--- src/rtl/sens_status_arb_pkg.sv ---
// Shared definitions for the sensor-channel status arbiters: state encoding,
// index-width helper and the default status packet length.
package sens_status_arb_pkg;

   localparam logic [1:0] ST_IDLE_ENC  = 2'd0;
   localparam logic [1:0] ST_OFFER_ENC = 2'd1;
   localparam logic [1:0] ST_XFER_ENC  = 2'd2;

   typedef enum logic [1:0] {
      ST_IDLE  = ST_IDLE_ENC,
      ST_OFFER = ST_OFFER_ENC,
      ST_XFER  = ST_XFER_ENC
   } arb_state_t;

   localparam int STATUS_PKT_BYTES = 5;

   // Width of a source index; never below one bit so a 1-source build still elaborates.
   function automatic int idx_width(input int n);
      return (n > 1) ? $clog2(n) : 1;
   endfunction

endpackage

--- src/rtl/sens_status_rr_pick.sv ---
// Combinational round-robin picker: first requester at or after ptr, modulo NUM_SRC.
// Returns a one-hot grant (all zero when nothing requests) and the granted index.
module sens_status_rr_pick
   import sens_status_arb_pkg::*;
#(
   parameter int NUM_SRC = 4,
   parameter int IDX_W   = idx_width(NUM_SRC)
) (
   input  logic [NUM_SRC-1:0] req,
   input  logic [IDX_W-1:0]   ptr,
   output logic [NUM_SRC-1:0] grant,
   output logic [IDX_W-1:0]   idx
);

   logic             found;
   logic [IDX_W-1:0] pos;

   always_comb begin
      grant = '0;
      idx   = '0;
      found = 1'b0;
      pos   = '0;
      for (int off = 0; off < NUM_SRC; off++) begin
         pos = IDX_W'((int'(ptr) + off) % NUM_SRC);
         if (!found && req[pos]) begin
            found      = 1'b1;
            grant[pos] = 1'b1;
            idx        = pos;
         end
      end
   end

endmodule

--- src/rtl/sens_status_arb.sv ---
// Round-robin arbiter forwarding whole status packets from NUM_SRC sources onto one
// byte-serial status channel. Define SENS_STATUS_ARB_PRIO_EN to give source 0 fixed priority.
module sens_status_arb
   import sens_status_arb_pkg::*;
#(
   parameter int NUM_SRC   = 4,
   parameter int PKT_BYTES = STATUS_PKT_BYTES
) (
   input  logic                   mclk,
   input  logic                   rst,
   input  logic [8*NUM_SRC-1:0]   src_ad,
   input  logic [NUM_SRC-1:0]     src_rq,
   output logic [NUM_SRC-1:0]     src_start,
   output logic [7:0]             status_ad,
   output logic                   status_rq,
   input  logic                   status_start
);

   localparam int IDX_W = idx_width(NUM_SRC);
   localparam int CNT_W = $clog2(PKT_BYTES + 1);

   arb_state_t       state, state_nxt;
   logic [IDX_W-1:0] sel, sel_nxt;
   logic [IDX_W-1:0] rr_ptr, rr_ptr_nxt;
   logic [IDX_W-1:0] sel_inc;
   logic [CNT_W-1:0] cnt, cnt_nxt;
   logic [NUM_SRC-1:0] pick_req, pick_grant;
   logic [IDX_W-1:0]   pick_idx;
   logic [7:0]         src_byte [NUM_SRC];

   for (genvar i = 0; i < NUM_SRC; i++) begin : g_src_byte
      assign src_byte[i] = src_ad[8*i +: 8];
   end

   // With priority enabled a pending source-0 request hides all others from the picker.
`ifdef SENS_STATUS_ARB_PRIO_EN
   assign pick_req = src_rq[0] ? NUM_SRC'(1) : src_rq;
`else
   assign pick_req = src_rq;
`endif

   sens_status_rr_pick #(
      .NUM_SRC (NUM_SRC),
      .IDX_W   (IDX_W)
   ) u_pick (
      .req   (pick_req),
      .ptr   (rr_ptr),
      .grant (pick_grant),
      .idx   (pick_idx)
   );

   assign sel_inc = (sel == IDX_W'(NUM_SRC - 1)) ? '0 : sel + 1'b1;

   always_ff @(posedge mclk) begin
      if (rst) begin
         state  <= ST_IDLE;
         sel    <= '0;
         rr_ptr <= '0;
         cnt    <= '0;
      end else begin
         state  <= state_nxt;
         sel    <= sel_nxt;
         rr_ptr <= rr_ptr_nxt;
         cnt    <= cnt_nxt;
      end
   end

   // Start is forwarded only while offering, so a packet is never interleaved or restarted.
   always_comb begin
      state_nxt  = state;
      sel_nxt    = sel;
      rr_ptr_nxt = rr_ptr;
      cnt_nxt    = cnt;
      status_rq  = 1'b0;
      status_ad  = 8'h00;
      src_start  = '0;
      case (state)
         ST_IDLE: begin
            if (|pick_grant) begin
               sel_nxt   = pick_idx;
               state_nxt = ST_OFFER;
            end
         end
         ST_OFFER: begin
            status_rq = src_rq[sel];
            status_ad = src_byte[sel];
            if (status_start) begin
               src_start[sel] = 1'b1;
               cnt_nxt        = CNT_W'(PKT_BYTES - 1);
               state_nxt      = ST_XFER;
            end else if (!src_rq[sel]) begin
               state_nxt = ST_IDLE;
            end
         end
         ST_XFER: begin
            status_ad = src_byte[sel];
            cnt_nxt   = cnt - 1'b1;
            if (cnt == CNT_W'(1)) begin
               state_nxt = ST_IDLE;
`ifdef SENS_STATUS_ARB_PRIO_EN
               if (sel != '0) begin
                  rr_ptr_nxt = sel_inc;
               end
`else
               rr_ptr_nxt = sel_inc;
`endif
            end
         end
         default: begin
            state_nxt = ST_IDLE;
         end
      endcase
   end

endmodule

--- config.mk ---
export PLATFORM = sky130hd
export DESIGN_NAME = sens_status_arb
export DESIGN_NICKNAME = d
export VERILOG_FILES = /design/src/rtl/sens_status_arb_pkg.sv /design/src/rtl/sens_status_rr_pick.sv /design/src/rtl/sens_status_arb.sv
export SDC_FILE = /design/constraint.sdc
export NUM_CORES = 1
export LEC_CHECK = 0
export CAP_MARGIN = 10
export CORE_AREA = 3 3 58 60
export CTS_CLUSTER_DIAMETER = 120
export DETAILED_ROUTE_END_ITERATION = 7
export DIE_AREA = 0 0 61 63
export PLACE_DENSITY_LB_ADDON = 0.2
export SLEW_MARGIN = 0
export SYNTH_ARGS = -nofsm -noshare
export SYNTH_HDL_FRONTEND = slang
export SYNTH_SLANG_ARGS = --single-unit
--- constraint.sdc ---
create_clock -name mclk -period 7 [get_ports mclk]
set_input_delay 1.4 -clock mclk [delete_from_list [all_inputs] [get_ports mclk]]
set_output_delay 1.4 -clock mclk [all_outputs]
set_load 0.05 [all_outputs]
==> flow_summary.yaml <==
critical_path:
  slowest_delay_ns: 0.69
  crit_cells: 5
  endpoint_kind: "output pin"
  cp.required_ns: 5.60
  path_delay_family: "buffers and inverters"
  cp-start-kind: "primary input"
  crit_fanout: 12
  cp-startpoint: "src_rq[2]"
  timing.rr.end: "sel[1]"
  r2r_cells: 7
  cp_cell_sequence: "clkdlybuf4s50_1 -> mux4_2 -> nand2_1 -> inv_1 -> clkdlybuf4s50_1"
  worstPathBufferInverterCount: 3
  crit_path_end: "status_rq"
  crit_path_top_delay_cell: "clkdlybuf4s50_1"
  r2r_slack_ns: 4.09
  path_class: "in -> out"
  r2r-start: "rr_ptr[0]"
  cp_data_arrival_time_ns: 3.41
  crit_top_cell: "clkdlybuf4s50_1"
die:
  pin_count: 52
  dieArea_mm2: 0.00384
  die_x_um: 61
  rows: 20
  core_mm2: 0.00298
  initial_core_util_pct: 43.0
  die_h_um: 63
yosys:
  synth-seq-area-share_pct: 14.1
  ys_seq_elements: 9
  ys_warn_count: 0
  synth-main-ff-cell: "dfxtp_1"
  synth_area_leaders: "mux4_2 19%, ha_1 15%, dfxtp_1 14%"
  synth_top_area_share_pct: 19.3
  avgSynthCellArea_um2: 8.96
  synth_cell_types: 44
  synth_edf_count: 0
  async_reset_ff_share_pct: 0
  netlist_area_mm2: 0.00128
  synth_top_cell_by_area: "mux4_2"
  synth_cells: 143
  syn_nets: 197
route:
  finalWirelength_mm: 3.45
  vias: 1270
  drtAntennaViolNets: 0
  drc_errors: 0
  drt-initial-drc-count: 74
  wire_per_inst_um: 15.6
  vias_per_cell: 5.75
  drtPass1Iterations: 4
clocking:
  ctsHoldBuffers: 0
  cts_inserted_buffers: 3
  postCtsSetupBuffers: 0
  path_clk_slew_ns: 0.06
  cts_max_level: 1
  clk_latency_ns: 0.28
  cts_resized: 0
  clk_path_buf_depth: 2
  cts_tree: "done"
  cts_sinks: 9
  cts_root_buffer: "clkbuf_4"
cells_and_area:
  n_fill_cell: 281
  multi_input_area_um2: 1000
  syn_to_final_growth_pct: 41.3
  drive_above_1_share_pct: 10.1
  nets: 243
  design_area_mm2: 0.00181
  final_cells: 221
  final_util_pct: 60.8
  regArea_um2: 180
  n_antenna_cell: 0
timing:
  hold_violations: 0
  fin_crit_sh_pct: 68.8
  skew_ns: 0.00434
  tns_ns: 0
  fmax_mhz: 208
  fin_ws_ns: 2.19
  rsz0062_at_grt: "false"
  fin_crit_ns: 4.81
  setup_violations: 0
  maxSlewViolCount: 0
  timing.hold.ws_ns: 0.486
  max_slew_margin_pct: 53.1
  worst-slew-pin-transition_ns: 0.703
placed_design:
  place_ws_ns: 2.20
  port_buffers: 51
  dp.cells: 217
  post_dp_cell_area_mm2: 0.00178
  place.gp.congestion: 0.859
  place_hpwl_mm: 2.81
grt:
  grt_max_degree: 18
  grt-ovfl-total: 0
  first_global_vias: 1246
  antenna_found_initial: 0
  grt_pass1_wl_mm: 5.74
  track_usage_pct: 19.4
status:
  outcome: "finished, final reports clean"
power:
  p_leak_nw: 0.693
  power_mw: 0.275
  power.density_mw_per_mm2: 152
  irDropWorstVdd_mv: 0.0646
job:
  maxCapViolations: 0
min_path:
  min_path_type: "reg -> reg"
[layout by cell type, fill, tap and decap left out, types with 3 or more instances in the layout]
cell             instances
a21oi_1                  7
and2_1                   9
and3_1                   5
clkbuf_4                 3
clkdlybuf4s50_1         51
dfxtp_1                  9
ha_1                    15
inv_1                   14
mux2i_1                  4
mux4_2                  11
nand2_1                  5
nor2_1                   9
nor3_1                   3
o21ai_0                  8
[worst min-delay path by stage]
stage                start  endpoint  slack [ns]  cells after the start
finish              cnt[1]    cnt[1]        0.49                      2
global route        cnt[1]    cnt[1]        0.55                      2
floorplan           cnt[1]    cnt[1]        0.45                      2
detailed placement  cnt[1]    cnt[1]        0.48                      2
CTS                 cnt[1]    cnt[1]        0.49                      2
global placement    cnt[1]    cnt[1]        0.47                      2
[cell usage after synthesis (2+ instances only)]
master    number
a21oi_1        7
and2_1         9
and3_1         5
buf_2          6
clkbuf_1       2
dfxtp_1        9
ha_1          15
inv_1         14
mux2_2         2
mux2i_1        4
mux4_2        11
nand2_1        5
nand2b_1       2
nand3_1        2
nor2_1         9
nor2b_1        2
nor3_1         3
nor3b_1        2
o21ai_0        8
o221ai_1       2
[power breakdown]
part,switching (mW),internal [mW],total [mW],leakage (nW)
Clock,0.0209,0.0221,0.0430,0.0150
Combinational,0.0869,0.0770,0.164,0.604
Sequential,0.0110,0.0567,0.0677,0.0735
[state kept, by name, indices dropped and copies added, names as in the netlist]
name    cells
cnt         3
rr_ptr      2
sel         2
state       2
[layout make-up]
class,instances,area share (%)
clock buffer,4,1.45
inverter,14,2.90
multi-input combinational,110,55.2
sequential,9,9.95
tap,33,2.28
timing repair buffer,51,28.2
[tightest hold or removal path: cells and delay by family (launching register included)]
family	cells	cell delay, ns
compound gates	1	0.06
simple gates	1	0.07
flops	1	0.32
[layer usage]
layer | routed length [um] | GRT usage (%) | share of wire (%) | vias up
li1 | - | - | - | 621
met1 | 1330 | 23.2 | 39 | 607
met2 | 1930 | 34.0 | 56 | 35
met3 | 127 | 2.27 | 3.7 | 7
met4 | 65 | 7.32 | 1.9 | 0
met5 | 0 | 0 | 0 | -
[cell families after synthesis]
family / count (synthesis) / share of synthesized area, %
and+or+nand+nor: 45 / 19.9
AOI/OAI and AO/OA: 32 / 17.2
buffers and inverters: 24 / 7.91
muxes: 18 / 26.3
adders and majority gates: 15 / 14.6
DFF: 9 / 14.1
Note: power is estimated with default switching activity, not from simulation.
